[src/rtl/axi_xbar_1xn.sv]
// 1-master to NUM_SLAVES AXI4 address router with outstanding-burst tracking for R/B return routing.
// Optional DECERR target for unmapped addresses is enabled with `define AXI_XBAR_DECERR_EN.
module axi_xbar_1xn #(
   parameter int NUM_SLAVES      = 4,
   parameter int ADDR_W          = 32,
   parameter int DATA_W          = 32,
   parameter int ID_W            = 4,
   parameter int MAX_OUTSTANDING = 4,
   parameter logic [NUM_SLAVES*ADDR_W-1:0] SLV_BASE =
      {32'h3000_0000, 32'h2000_0000, 32'h1000_0000, 32'h0000_0000},
   parameter logic [NUM_SLAVES*ADDR_W-1:0] SLV_SIZE = {4{32'h1000_0000}}
) (
   input  logic                         clk_gate,
   input  logic                         rst_n,
   input  logic                         m_ar_valid,
   output logic                         m_ar_ready,
   input  logic [ID_W-1:0]              m_ar_id,
   input  logic [ADDR_W-1:0]            m_ar_addr,
   input  logic [7:0]                   m_ar_len,
   input  logic [2:0]                   m_ar_size,
   input  logic [1:0]                   m_ar_burst,
   input  logic [1:0]                   m_ar_lock,
   input  logic [3:0]                   m_ar_cache,
   input  logic [2:0]                   m_ar_prot,
   output logic                         m_r_valid,
   input  logic                         m_r_ready,
   output logic [ID_W-1:0]              m_r_id,
   output logic [DATA_W-1:0]            m_r_data,
   output logic [1:0]                   m_r_resp,
   output logic                         m_r_last,
   input  logic                         m_aw_valid,
   output logic                         m_aw_ready,
   input  logic [ID_W-1:0]              m_aw_id,
   input  logic [ADDR_W-1:0]            m_aw_addr,
   input  logic [7:0]                   m_aw_len,
   input  logic [2:0]                   m_aw_size,
   input  logic [1:0]                   m_aw_burst,
   input  logic [1:0]                   m_aw_lock,
   input  logic [3:0]                   m_aw_cache,
   input  logic [2:0]                   m_aw_prot,
   input  logic                         m_w_valid,
   output logic                         m_w_ready,
   input  logic [DATA_W-1:0]            m_w_data,
   input  logic [DATA_W/8-1:0]          m_w_strb,
   input  logic                         m_w_last,
   output logic                         m_b_valid,
   input  logic                         m_b_ready,
   output logic [ID_W-1:0]              m_b_id,
   output logic [1:0]                   m_b_resp,
   output logic [NUM_SLAVES-1:0]        s_ar_valid,
   input  logic [NUM_SLAVES-1:0]        s_ar_ready,
   output logic [ID_W-1:0]              s_ar_id,
   output logic [ADDR_W-1:0]            s_ar_addr,
   output logic [7:0]                   s_ar_len,
   output logic [2:0]                   s_ar_size,
   output logic [1:0]                   s_ar_burst,
   output logic [1:0]                   s_ar_lock,
   output logic [3:0]                   s_ar_cache,
   output logic [2:0]                   s_ar_prot,
   input  logic [NUM_SLAVES-1:0]        s_r_valid,
   output logic [NUM_SLAVES-1:0]        s_r_ready,
   input  logic [NUM_SLAVES*ID_W-1:0]   s_r_id,
   input  logic [NUM_SLAVES*DATA_W-1:0] s_r_data,
   input  logic [NUM_SLAVES*2-1:0]      s_r_resp,
   input  logic [NUM_SLAVES-1:0]        s_r_last,
   output logic [NUM_SLAVES-1:0]        s_aw_valid,
   input  logic [NUM_SLAVES-1:0]        s_aw_ready,
   output logic [ID_W-1:0]              s_aw_id,
   output logic [ADDR_W-1:0]            s_aw_addr,
   output logic [7:0]                   s_aw_len,
   output logic [2:0]                   s_aw_size,
   output logic [1:0]                   s_aw_burst,
   output logic [1:0]                   s_aw_lock,
   output logic [3:0]                   s_aw_cache,
   output logic [2:0]                   s_aw_prot,
   output logic [NUM_SLAVES-1:0]        s_w_valid,
   input  logic [NUM_SLAVES-1:0]        s_w_ready,
   output logic [DATA_W-1:0]            s_w_data,
   output logic [DATA_W/8-1:0]          s_w_strb,
   output logic                         s_w_last,
   input  logic [NUM_SLAVES-1:0]        s_b_valid,
   output logic [NUM_SLAVES-1:0]        s_b_ready,
   input  logic [NUM_SLAVES*ID_W-1:0]   s_b_id,
   input  logic [NUM_SLAVES*2-1:0]      s_b_resp
);

`ifdef AXI_XBAR_DECERR_EN
   localparam int NT      = NUM_SLAVES + 1;
   localparam int DEF_IDX = NUM_SLAVES;
`else
   localparam int NT      = NUM_SLAVES;
   localparam int DEF_IDX = 0;
`endif
   localparam int SEL_W = $clog2(NT);
   localparam int CNT_W = $clog2(MAX_OUTSTANDING + 1);
   localparam logic [CNT_W-1:0] CNT_MAX = CNT_W'(MAX_OUTSTANDING);

   typedef enum logic {W_IDLE, W_DATA} w_state_t;

   // Scan from the top index down so the lowest-index matching region wins.
   function automatic logic [SEL_W-1:0] decode(input logic [ADDR_W-1:0] addr);
      logic [SEL_W-1:0] sel;
      sel = SEL_W'(DEF_IDX);
      for (int i = NUM_SLAVES - 1; i >= 0; i--) begin
         if (addr >= SLV_BASE[i*ADDR_W +: ADDR_W] &&
             (addr - SLV_BASE[i*ADDR_W +: ADDR_W]) < SLV_SIZE[i*ADDR_W +: ADDR_W])
            sel = SEL_W'(i);
      end
      return sel;
   endfunction

   logic [SEL_W-1:0] ar_dec, aw_dec, rd_sel, wr_sel, w_sel;
   logic [CNT_W-1:0] rd_cnt, b_cnt;
   logic             ar_ok, ar_go, ar_hs, r_done, rd_busy;
   logic             aw_ok, aw_go, aw_hs, w_done, b_hs, b_busy;
   w_state_t         w_state, w_next;

   logic [NT-1:0]     t_ar_ready, t_r_valid, t_r_last, t_aw_ready, t_w_ready, t_w_valid, t_b_valid;
   logic [ID_W-1:0]   t_r_id   [NT];
   logic [DATA_W-1:0] t_r_data [NT];
   logic [1:0]        t_r_resp [NT];
   logic [ID_W-1:0]   t_b_id   [NT];
   logic [1:0]        t_b_resp [NT];

   assign ar_dec  = decode(m_ar_addr);
   assign aw_dec  = decode(m_aw_addr);
   assign rd_busy = (rd_cnt != '0);
   assign b_busy  = (b_cnt != '0);

   assign ar_ok      = (!rd_busy || ar_dec == rd_sel) && rd_cnt < CNT_MAX;
   assign ar_go      = m_ar_valid && ar_ok;
   assign m_ar_ready = ar_ok && t_ar_ready[ar_dec];
   assign ar_hs      = m_ar_valid && m_ar_ready;

   assign m_r_valid = rd_busy && t_r_valid[rd_sel];
   assign m_r_id    = t_r_id[rd_sel];
   assign m_r_data  = t_r_data[rd_sel];
   assign m_r_resp  = t_r_resp[rd_sel];
   assign m_r_last  = t_r_last[rd_sel];
   assign r_done    = m_r_valid && m_r_ready && m_r_last;

   assign aw_ok      = (w_state == W_IDLE) && (!b_busy || aw_dec == wr_sel) && b_cnt < CNT_MAX;
   assign aw_go      = m_aw_valid && aw_ok;
   assign m_aw_ready = aw_ok && t_aw_ready[aw_dec];
   assign aw_hs      = m_aw_valid && m_aw_ready;
   assign w_done     = m_w_valid && m_w_ready && m_w_last;

   assign m_b_valid = b_busy && t_b_valid[wr_sel];
   assign m_b_id    = t_b_id[wr_sel];
   assign m_b_resp  = t_b_resp[wr_sel];
   assign b_hs      = m_b_valid && m_b_ready;

   assign {s_ar_id, s_ar_addr, s_ar_len, s_ar_size, s_ar_burst, s_ar_lock, s_ar_cache, s_ar_prot} =
          {m_ar_id, m_ar_addr, m_ar_len, m_ar_size, m_ar_burst, m_ar_lock, m_ar_cache, m_ar_prot};
   assign {s_aw_id, s_aw_addr, s_aw_len, s_aw_size, s_aw_burst, s_aw_lock, s_aw_cache, s_aw_prot} =
          {m_aw_id, m_aw_addr, m_aw_len, m_aw_size, m_aw_burst, m_aw_lock, m_aw_cache, m_aw_prot};
   assign {s_w_data, s_w_strb, s_w_last} = {m_w_data, m_w_strb, m_w_last};
   assign s_w_valid = t_w_valid[NUM_SLAVES-1:0];

   for (genvar i = 0; i < NUM_SLAVES; i++) begin : g_slv
      assign t_ar_ready[i] = s_ar_ready[i];
      assign t_aw_ready[i] = s_aw_ready[i];
      assign t_w_ready[i]  = s_w_ready[i];
      assign t_r_valid[i]  = s_r_valid[i];
      assign t_r_last[i]   = s_r_last[i];
      assign t_r_id[i]     = s_r_id[i*ID_W +: ID_W];
      assign t_r_data[i]   = s_r_data[i*DATA_W +: DATA_W];
      assign t_r_resp[i]   = s_r_resp[i*2 +: 2];
      assign t_b_valid[i]  = s_b_valid[i];
      assign t_b_id[i]     = s_b_id[i*ID_W +: ID_W];
      assign t_b_resp[i]   = s_b_resp[i*2 +: 2];
      assign s_ar_valid[i] = ar_go && (ar_dec == SEL_W'(i));
      assign s_aw_valid[i] = aw_go && (aw_dec == SEL_W'(i));
      assign s_r_ready[i]  = rd_busy && m_r_ready && (rd_sel == SEL_W'(i));
      assign s_b_ready[i]  = b_busy && m_b_ready && (wr_sel == SEL_W'(i));
   end

   // NOTE: all state below uses non-blocking assignments so every register samples pre-edge values.
   always_ff @(posedge clk_gate or negedge rst_n) begin
      if (!rst_n) begin
         rd_sel <= '0;
         rd_cnt <= '0;
         wr_sel <= '0;
         w_sel  <= '0;
         b_cnt  <= '0;
      end else begin
         if (ar_hs) rd_sel <= ar_dec;
         if (ar_hs && !r_done) rd_cnt <= rd_cnt + CNT_W'(1);
         else if (!ar_hs && r_done) rd_cnt <= rd_cnt - CNT_W'(1);
         if (aw_hs) begin
            wr_sel <= aw_dec;
            w_sel  <= aw_dec;
         end
         if (aw_hs && !b_hs) b_cnt <= b_cnt + CNT_W'(1);
         else if (!aw_hs && b_hs) b_cnt <= b_cnt - CNT_W'(1);
      end
   end

   always_ff @(posedge clk_gate or negedge rst_n) begin
      if (!rst_n) w_state <= W_IDLE;
      else        w_state <= w_next;
   end

   always_comb begin
      w_next = w_state;
      case (w_state)
         W_IDLE:  if (aw_hs)  w_next = W_DATA;
         W_DATA:  if (w_done) w_next = W_IDLE;
         default: w_next = W_IDLE;
      endcase
   end

   // NOTE: defaults first so no path through this block leaves an output unassigned (no latches).
   always_comb begin
      t_w_valid = '0;
      m_w_ready = 1'b0;
      if (w_state == W_DATA) begin
         t_w_valid[w_sel] = m_w_valid;
         m_w_ready        = t_w_ready[w_sel];
      end
   end

`ifdef AXI_XBAR_DECERR_EN
   localparam logic [SEL_W-1:0] ERR_SEL = SEL_W'(NUM_SLAVES);
   logic            err_rd_active, err_w_active, err_b_pend;
   logic [7:0]      err_rd_left;
   logic [ID_W-1:0] err_rd_id, err_b_id;

   assign t_ar_ready[NUM_SLAVES] = !rd_busy;
   assign t_r_valid[NUM_SLAVES]  = err_rd_active;
   assign t_r_last[NUM_SLAVES]   = (err_rd_left == 8'd0);
   assign t_r_id[NUM_SLAVES]     = err_rd_id;
   assign t_r_data[NUM_SLAVES]   = '0;
   assign t_r_resp[NUM_SLAVES]   = 2'b11;
   assign t_aw_ready[NUM_SLAVES] = !b_busy;
   assign t_w_ready[NUM_SLAVES]  = err_w_active;
   assign t_b_valid[NUM_SLAVES]  = err_b_pend;
   assign t_b_id[NUM_SLAVES]     = err_b_id;
   assign t_b_resp[NUM_SLAVES]   = 2'b11;

   always_ff @(posedge clk_gate or negedge rst_n) begin
      if (!rst_n) begin
         err_rd_active <= 1'b0;
         err_rd_left   <= '0;
         err_rd_id     <= '0;
         err_w_active  <= 1'b0;
         err_b_pend    <= 1'b0;
         err_b_id      <= '0;
      end else begin
         if (ar_hs && ar_dec == ERR_SEL) begin
            err_rd_active <= 1'b1;
            err_rd_left   <= m_ar_len;
            err_rd_id     <= m_ar_id;
         end else if (m_r_valid && m_r_ready && rd_sel == ERR_SEL) begin
            if (err_rd_left == 8'd0) err_rd_active <= 1'b0;
            else                     err_rd_left   <= err_rd_left - 8'd1;
         end
         if (aw_hs && aw_dec == ERR_SEL) begin
            err_w_active <= 1'b1;
            err_b_id     <= m_aw_id;
         end
         if (t_w_valid[NUM_SLAVES] && err_w_active && m_w_last) begin
            err_w_active <= 1'b0;
            err_b_pend   <= 1'b1;
         end
         if (b_hs && wr_sel == ERR_SEL) err_b_pend <= 1'b0;
      end
   end
`endif

   assert property (@(posedge clk_gate) disable iff (!rst_n) r_done |-> rd_busy);
   assert property (@(posedge clk_gate) disable iff (!rst_n) b_hs |-> b_busy);

endmodule

[config.mk]
export PLATFORM = sky130hd
export DESIGN_NAME = axi_xbar_1xn
export DESIGN_NICKNAME = d
export VERILOG_FILES = /design/src/rtl/axi_xbar_1xn.sv
export SDC_FILE = /design/constraint.sdc
export NUM_CORES = 1
export LEC_CHECK = 0
export CORE_AREA = 2 2 228 230
export CTS_BUF_LIST = sky130_fd_sc_hd__clkbuf_4 sky130_fd_sc_hd__clkbuf_8
export CTS_CLUSTER_SIZE = 8
export DETAILED_ROUTE_END_ITERATION = 10
export DIE_AREA = 0 0 230 232
export PLACE_DENSITY = 0.33
export SYNTH_ARGS = -nofsm -noshare
export SYNTH_HDL_FRONTEND = slang
export SYNTH_SLANG_ARGS = --single-unit
[constraint.sdc]
create_clock -name clk_gate -period 2.92 [get_ports clk_gate]
set_input_delay 0.292 -clock clk_gate [delete_from_list [all_inputs] [get_ports clk_gate]]
set_output_delay 0.292 -clock clk_gate [all_outputs]
set_load 0.01 [all_outputs]
# Yosys cells after proc, flatten, opt, wreduce, memory -nomap -nowiden
# Cells that the tools add are included.
# classes
mux	46
eq_ne	14
n_reduce_logical	63
magnitude_cmp	25
bitwise	4
add_sub_neg	10
# ops
cell	n
32-bit by 29-bit less-than comparator with 1-bit output, second input constant	8
32-bit by 30-bit >= comparator with 1-bit output, second input constant	4
32-bit by 30-bit subtractor with 32-bit output, second input constant	4
32-bit binary-select mux with 2-bit select	1
32-bit by 1-bit >= comparator with 1-bit output, second input constant	2
32-bit by 29-bit >= comparator with 1-bit output, second input constant	2
32-bit two-way mux	2
32-bit by 29-bit subtractor with 32-bit output, second input constant	2
1-bit logical AND	47
2-bit two-way mux	12
4-bit two-way mux	5
4-bit binary-select mux with 2-bit select	2
2-bit equality test, second input constant	8
1-bit binary-select mux with 2-bit select	6
2-bit by 3-bit less-than comparator with 1-bit output, second input constant	4
3-bit two-way mux	4
1-bit two-way mux	10
2-bit binary-select mux with 2-bit select	2
2-bit by 1-bit equality test with 1-bit output, second input constant	4
2-bit logical NOT	4
3-bit by 1-bit adder with 3-bit output, second input constant	2
3-bit >= comparator, second input constant	2
1-bit logical NOT	6
3-bit less-than comparator, second input constant	2
other kinds (11)	17
# word_totals
output_inout_bits	223
elab_cells	167
in_bits	360
ff_bits	11

# Logic depth before layout (Yosys ltp)
# Gate-level depths: netlist (run 1).
# depth
word_depth	17
ltp_mapped	14
mapped_depth_nobuf	14

# Worst setup path before layout (run 1)
# OpenSTA, ideal clock, no wires.
# synth_path
kind	input to register
from	in m_aw_addr[29]
to	reg b_cnt[1]
t_arrival_ps	2681
slack_ps	114
required_ps	2795
setup_ps	125
path_buffers	1
path_stages	12
path_cell_list	inv_1 ha_1 nand2b_1 xnor2_1 or3_4 a211o_1 and3_1 buf_6 ha_1 inv_1 fa_1 mux2_2
# synth_between
elab_chain_cells	16
word_cells_on_any_way	32
cone_classes	add/sub (3); order compare (8); eq/ne (1); mux (7); reduce/logical (13)
# synth_lines
element	line_no	rtl
start: declaration	34	input logic [ADDR_W-1:0] m_aw_addr,
32-bit by 30-bit subtractor with 32-bit output	106	(addr - SLV_BASE[i*ADDR_W +: ADDR_W]) < SLV_SIZE[i*ADDR_W +: ADDR_W])
32-bit by 29-bit less-than comparator with 1-bit output	106	
1-bit logical AND	105	if (addr >= SLV_BASE[i*ADDR_W +: ADDR_W] &&
2-bit two-way mux (3 in a row)	105	
2-bit two-way mux *	105	
2-bit equality test	142	assign aw_ok = (w_state == W_IDLE) && (!b_busy || aw_dec == wr_sel) && b_cnt < CNT_MAX;
1-bit logical OR	142	
1-bit logical AND (2 in a row)	142	
1-bit logical AND *	144	assign m_aw_ready = aw_ok && t_aw_ready[aw_dec];
1-bit logical AND *	145	assign aw_hs = m_aw_valid && m_aw_ready;
via aw_hs	115	logic aw_ok, aw_go, aw_hs, w_done, b_hs, b_busy;
1-bit logical NOT	195	else if (!aw_hs && b_hs) b_cnt <= b_cnt - CNT_W'(1);
1-bit logical AND	195	
2-bit nonzero test (no source line)	--	
end signal: assignment	194	if (aw_hs && !b_hs) b_cnt <= b_cnt + CNT_W'(1);
end signal: assignment	195	
end: declaration	113	logic [CNT_W-1:0] rd_cnt, b_cnt;
# The timed path passes the listed nets; every way through them passes the cells marked *. The select of a mux whose other input is x is not followed.
# A chain may end at the register's enable or synchronous reset.

# Worst setup path after layout (run 1)
# layout_path
from	in m_aw_addr[29]
to	reg b_cnt[2]
# layout_between
elab_chain_cells	16
word_cells_on_any_way	32
cone_classes	add/sub (3); order compare (8); eq/ne (1); mux (7); reduce/logical (13)
# layout_lines
element	line_no
32-bit by 30-bit subtractor with 32-bit output	106
32-bit by 29-bit less-than comparator with 1-bit output	106
1-bit logical AND	105
2-bit two-way mux (3 in a row)	105
2-bit two-way mux *	105
2-bit equality test	142
1-bit logical OR	142
1-bit logical AND (2 in a row)	142
1-bit logical AND *	144
1-bit logical AND *	145
1-bit logical NOT	195
1-bit logical AND	195
2-bit nonzero test (no source line)	--
# Mark *: on every way between the ends. The rest lies on a longest branch, timed or not. The select of a mux whose other input is x is not followed.

==> summary.md, run 1 <==
| Metric | Value |
|---|---|
| Status | finished, final reports clean |
| Dpl cell area | 6340 µm² |
| Pwr Density | 500 nW/µm² |
| Cell chain of the critical path | dlygate4sd2_1, buf_4, ha_1, xor2_1, nand3_1, o31ai_2, o311ai_1, buf_4, and3_4, ha_2, inv_1, fa_1, xor2_1, nor2_1, xor2_1 |
| Share of cells above drive strength 1 | 24.8% |
| DP HPWL | 17,600 µm |
| Vias in the first global route | 3,650 |
| Clock Pin Slew Worst Setup and Hold Paths | approximately 0.060 ns |
| TritonCTS clock tree | built |
| Num CTS Buffers | 3 |
| Worst setup SP type | primary input |
| Ranking of synthesized cells by area | buf_4, mux4_2, dfrtp_1 |
| Mapped Avg Cell Area | slightly below 10 µm² |
| Top cells by count, synth | buf_4, mux4_2, nor2_1, nand2_1, dfrtp_1 |
| Final Hold Vio Count | 0 |
| Synth Area in Compound Gates | 3.60% |
| Area growth, synth to finish | 90.7% |
| XOR/XNOR share of the synthesized area | 3.60% |
| CP Max Fanout | 7 |
| Routed length per placed instance | 16.1 µm |
| CTS Hold Buffers Added | 0 |
| Final Util | between 10 and 15% |
| DRT Pass-1 Iters | 3 |
| Worst-Margin Slew | 0.602 ns |
| Post-DRT Antenna Nets | 0 |
| Post-Layout Cell Count | 1,205 |
| VDD IR max | 0.000146 V |
| Largest area contributor in the netlist | buf_4 |
| Final setup vio count | 0 |
| Worst EP arrival | 2.98 ns |
| Initial antenna violation count | 3 |
| Max_slew headroom | 59.7% |
| Adder-cell share of the synthesized area | 4.11% |
| Total track usage | 6.72% |
| Netlist cell types | 42 |
| Clock Tree Root | clkbuf_8 |
| Clk_lat worst skew | 0.25 ns |
| Largest net degree at the start of global routing | 36 |
| Max_cap viols | 0 |
| H-tree lvl count | 1 |
| I/O pin count | between 500 and 600 |
| Post-synthesis mux area share | between 30% and 40% |
| Slowest stage delay, CP | 0.37 ns |
| Final instance area | 6500 µm² |
| Total power | 3.25 mW |
| Post-synthesis async set-or-reset flop share | 100% |
| Hold WC Path Type | in -> async |
| Die width | roughly 230 µm |
| Reg2Reg Setup Slack | approximately 0.33 ns |
| Synth Instances | roughly 350 |
| GPL Wtd Cong | slightly above 0.7 |
| Starting Density | 6.70% |
| Min Tclk post-route | roughly 2.8 ns |
| Nets | 895 |
| Top-area cell type share of the netlist area | 33.7% |
| Tcrit/Tclk final | between 90 and 100% |
| CP Capture Type | flop |
| RSZ-0062 raised after global routing | yes |
| Slowest stage cell, crit path | fa_1 |
| Row count | 83 |
| Starting DRC count in detailed routing | 54 |
| Post-synthesis cell area | 3410 µm² |
| Top_reg_cell synth | dfrtp_1 |
| Register area share after synthesis | between 8 and 9% |
| First-pass GRT wire length | between 20,000 and 30,000 µm |
| Req. time, crit path | between 3 and 4 ns |
| Via count | 3,303 |
| Clock Tree Buf Depth | 2 |
| PnR worst setup slack | about 0.11 ns |
| DR vias/cell | 2.74 |
| Fin. max-slew vios | 0 |
| Seq cells post-synth | 11 |
| Max Fclk | between 0.3 and 0.4 GHz |
| Largest family of logic cells by synthesized area | buffers and inverters |
| PortBufs | ~290 |
| DP Worst Slack | -0.521 ns |
| Placed cell count | 1,194 |
| Simple-gate portion of the synthesized area | about a tenth |
| Cell mode on critical path | xor2_1 |
| Grt ovf | 0 |
| EDFF count, synth | 0 |
| Leak | 2.21 nW |
| Die area | around 53,000 µm² |
| Post-Route WL | 19,400 µm |
| DRC Markers | 0 |
| Clk sinks | 11 |
| Crit Path Class | in -> reg |
| Top-count cell post-synth | buf_4 |
| Die Y | 232 µm |
| Synthesized net count | 718 |
| Placeable Area | 50,900 µm² |
| Clk_skew | 0.000451 ns |
| Warnings from Yosys | 0 |
==> worst max-delay path, delay by kind of cell <==
kind / cells / cell delay [ns]
and+or+nand+nor: 3 / 0.42
AOI/OAI and AO/OA: 2 / 0.40
buffers and inverters: 4 / 0.66
xor gates and xnor gates: 3 / 0.47
adders and majority gates: 3 / 0.74
==> area by class of cell <==
type	count	area [µm²]
repair buffers	340	3330
multi-input cells	161	1970
clock buffers	4	48.8
fillers	5787	44400
diodes	1	2.50
inverters	8	30.0
well taps	680	851
flip-flops and latches	11	280
==> power breakdown <==
group	switching, mW	internal [mW]
Clock	0.0649	0.106
Combinational	1.05	1.66
Sequential	0.142	0.230
==> cell usage in the layout, fill, tap and decap left out, types with 5 or more instances in the layout <==
cell type,Yosys,routed
dfrtp_1,11,9
nor2_1,19,19
nand2_1,13,13
xor2_1,6,6
clkdlybuf4s50_1,0,279
nor3_1,5,5
ha_1,8,5
xnor2_1,8,6
mux4_2,48,48
dlygate4sd2_1,0,12
buf_4,153,42
==> logic make-up after synthesis <==
kind of cell	Yosys count
XOR/XNOR	14
flip-flops	11
multiplexers	54
buffers and inverters	176
AO/OA/AOI/OAI	16
AND/OR/NAND/NOR	67
adder cells (fa/ha/maj)	10
==> through the flow <==
step / hold slack [ns] / TNS, ns
floorplan: -0.00359 / 0
global placement: 0.527 / -4.17
detailed placement: 0.533 / -4.55
CTS: 0.445 / 0
global route: 0.475 / -0.0824
finish: 0.422 / 0
==> state kept, by name, summed over array words and instances (netlist names) <==
signal	cells
w_sel	2
rd_sel	2
w_state	1
b_cnt	3
rd_cnt	3
==> per-layer routing <==
layer,track usage (%),part of all wire (%)
met2,12.4,51
met3,4.11,14
met4,2.74,4.6
met5,0,0
met1,5.81,30
==> worst paths after layout <==
check / cells past startpoint / end / start
min in group clk_gate: 1 / b_cnt[0]$_DFFE_PN0P_ / b_cnt[0]$_DFFE_PN0P_
worst max-delay path: 15 / b_cnt[2]$_DFFE_PN0P_ / m_aw_addr[29]
worst min register to register: 1 / b_cnt[0]$_DFFE_PN0P_ / b_cnt[0]$_DFFE_PN0P_
worst max register to register: 11 / rd_cnt[2]$_DFFE_PN0P_ / rd_cnt[0]$_DFFE_PN0P_
worst min-delay path: 1 / w_state$_DFF_PN0_ / rst_n
max in group asynchronous: 1 / rd_sel[0]$_DFFE_PN0P_ / rst_n
==> timing repair <==
item / in CTS / in global routing
gates resized for setup: 34 / 2
setup endpoints to repair: 14 / 3
setup buffers: 6 / 0
pin swaps: 12 / 0
Power figures use the tool's default switching activity.
==> inputs of run 2 (changes only) <==
--- a/config.mk
+++ b/config.mk
@@ -11,6 +11,7 @@
 export DETAILED_ROUTE_END_ITERATION = 10
 export DIE_AREA = 0 0 230 232
 export PLACE_DENSITY = 0.33
+export RECOVER_POWER = 25
 export SYNTH_ARGS = -nofsm -noshare
 export SYNTH_HDL_FRONTEND = slang
 export SYNTH_SLANG_ARGS = --single-unit
==> results of run 2 <==
Final layout, timing and power as in run 1 (identical DEF).
==> inputs of run 3 (changes only) <==
--- a/config.mk
+++ b/config.mk
@@ -7,7 +7,7 @@
 export LEC_CHECK = 0
 export CORE_AREA = 2 2 228 230
 export CTS_BUF_LIST = sky130_fd_sc_hd__clkbuf_4 sky130_fd_sc_hd__clkbuf_8
-export CTS_CLUSTER_SIZE = 8
+export CTS_CLUSTER_SIZE = 12
 export DETAILED_ROUTE_END_ITERATION = 10
 export DIE_AREA = 0 0 230 232
 export PLACE_DENSITY = 0.33
@@ -15,3 +15,4 @@
 export SYNTH_ARGS = -nofsm -noshare
 export SYNTH_HDL_FRONTEND = slang
 export SYNTH_SLANG_ARGS = --single-unit
+export TNS_END_PERCENT = 5
==> summary.md, run 3 (synthesis gave the netlist of run 1 again) <==
| Metric | Value |
|---|---|
| Status | finished, final reports clean |
| Clk_skew | 0.000539 ns |
| Worst setup SP type | primary input |
| TritonCTS clock tree | built |
| Tcrit/Tclk final | roughly 93% |
| Cell chain of the critical path | dlymetal6s2s_1, buf_4, ha_1, xor2_1, nand3_1, o31ai_2, o311ai_1, buf_4, and3_4, ha_2, inv_1, fa_1, xor2_1, nor2_1, xor2_1 |
| Slowest stage cell, crit path | fa_1 |
| Via count | 3,305 |
| Commonest non-fill, non-tap cells in the layout | clkdlybuf4s50_1, mux4_2, buf_4, nor2_1, nand2_1 |
| RSZ-0062 raised after global routing | no |
| Final setup vio count | 0 |
| Starting DRC count in detailed routing | 51 |
| Placed cell count | 1,194 |
| Sw Share | 38.6% |
| VDD IR max | 0.000146 V |
| Post-Route WL | 19,400 µm |
| Worst-Margin Slew | 0.601 ns |
| Largest net degree at the start of global routing | 36 |
| Initial antenna violation count | 3 |
| DP Worst Slack | -0.521 ns |
| Final Util | 12.8% |
| GPL Wtd Cong | 0.705 |
| Max_cap viols | 0 |
| Psw | between 1 and 1.5 mW |
| Row count | 83 |
| Max Fclk | 0.370 GHz |
| Min Tclk post-route | 2.70 ns |
| H-tree lvl count | 1 |
| Clk_lat worst skew | 0.25 ns |
| Die Y | 232 µm |
| Pwr Density | 501 nW/µm² |
| Nets | 892 |
| Req. time, crit path | slightly above 3 ns |
| Hold WC Path Type | in -> async |
| Worst EP arrival | 2.88 ns |
| Max_slew headroom | 59.8% |
| Leak | between 2 and 2.5 nW |
| Post-DRT Antenna Nets | 0 |
| Clock Tree Buf Depth | 2 |
| Int Pwr | 1.99 mW |
| Clk sinks | 11 |
| Share of cells above drive strength 1 | 24.8% |
| DP HPWL | roughly 18,000 µm |
| Grt ovf | 0 |
| DR vias/cell | 2.75 |
| CP Max Fanout | 7 |
| Num CTS Buffers | 3 |
| Fin. max-slew vios | 0 |
| Post-route setup TNS | 0 ns |
| Commonest non-fill, non-tap cell in the layout | clkdlybuf4s50_1 |
| Area growth, synth to finish | 90.4% |
| Total track usage | ~6.7% |
| Biggest regs | b_cnt x3, rd_cnt x3 |
| DRC Markers | 0 |
| Clock Pin Slew Worst Setup and Hold Paths | 0.06 ns |
| Vias in the first global route | 3,637 |
| Slowest stage delay, CP | 0.37 ns |
| PnR worst setup slack | 0.218 ns |
| Placeable Area | a little over 50,000 µm² |
| Die width | 230 µm |
| Cell mode on critical path | xor2_1 |
| Die area | 53,400 µm² |
| Starting Density | about 6.7% |
| Routed length per placed instance | approximately 16 µm |
| I/O pin count | 583 |
| PortBufs | 294 |
| Clock Power Share | 5.2% |
| Gate power share | 83.3% |
| DRT Pass-1 Iters | 4 |
| Clock Tree Root | clkbuf_8 |
| CP Capture Type | flop |
| First-pass GRT wire length | 25,800 µm |
| Reg power frac | a little under an eighth |
| Crit Path Class | in -> reg |
| Final Hold Vio Count | 0 |
| Post-Layout Cell Count | 1,202 |
-- run 3: changes by cell type in the layout (fill, tap and decap cells not counted), moves of 2 or more --
cell	change
buf_4	-3
clkdlybuf4s15_2	+2
clkdlybuf4s50_1	-2
dlygate4sd2_1	-5
dlymetal6s2s_1	+5
xnor2_2	+2
-- run 3: final cells by class --
cell class                      instances  area (µm²)
Sequential cell                        11         280
Inverter                                8        30.0
Clock buffer                            4        48.8
Timing Repair Buffer                  337        3320
Multi-Input combinational cell        161        1960
Fill cell                            5786       44400
Tap cell                              680         851
Antenna cell                            1        2.50
-- run 3: worst max-delay path: cells and delay by family --
family	cells	cell delay (ns)
AOI/OAI and AO/OA	2	0.40
buffers and inverters	4	0.54
adders and majority gates	3	0.74
xor gates and xnor gates	3	0.48
and+or+nand+nor	3	0.43
-- run 3: repair_timing --
item / 4_1_cts / 5_1_grt
hold buffers: 0 / 0
pin swaps: 1 / 9
setup buffers: 0 / 3
endpoints found under the setup margin: 14 / 11
gates resized for setup: 24 / 19
-- run 3: power by group through the flow --
| stage | Combinational [mW] | Clock [mW] | Sequential (mW) |
|---|---|---|---|
| detailed placement | 2.77 | 0 | 0.386 |
| global placement | 2.79 | 0 | 0.392 |
| finish | 2.71 | 0.169 | 0.373 |
| global route | 2.93 | 0.188 | 0.399 |
| floorplan | 1.52 | 0 | 0.278 |
| CTS | 2.78 | 0.181 | 0.387 |
-- run 3: metrics by stage --
stage	total power [mW]	hold WS (ns)	area (µm²)
global route	3.52	0.475	6490
CTS	3.35	0.445	6410
detailed placement	3.16	0.533	6340
global placement	3.19	0.527	6340
floorplan	1.80	-0.00359	3410
finish	3.25	0.424	6490
-- run 3: metal layers --
layer,global-route usage (%),part of all wire (%),vias to the layer above
met5,0,0,-
met4,2.74,4.6,0
met3,4.11,14,52
met2,12.4,51,324
met1,5.82,30,1492
li1,-,-,1437
-- run 3: worst paths after layout --
| kind | start | to | slack, ns | cells past startpoint |
|---|---|---|---|---|
| setup / recovery | m_aw_addr[29] | b_cnt[2]$_DFFE_PN0P_ | 0.22 | 15 |
| hold / removal | rst_n | w_state$_DFF_PN0_ | 0.42 | 1 |
| setup reg to reg | rd_cnt[0]$_DFFE_PN0P_ | rd_cnt[2]$_DFFE_PN0P_ | 0.36 | 11 |
| hold reg to reg | b_cnt[0]$_DFFE_PN0P_ | b_cnt[0]$_DFFE_PN0P_ | 0.53 | 1 |
| max in group asynchronous | rst_n | rd_sel[0]$_DFFE_PN0P_ | 2.04 | 1 |
| min in group clk_gate | b_cnt[0]$_DFFE_PN0P_ | b_cnt[0]$_DFFE_PN0P_ | 0.53 | 1 |
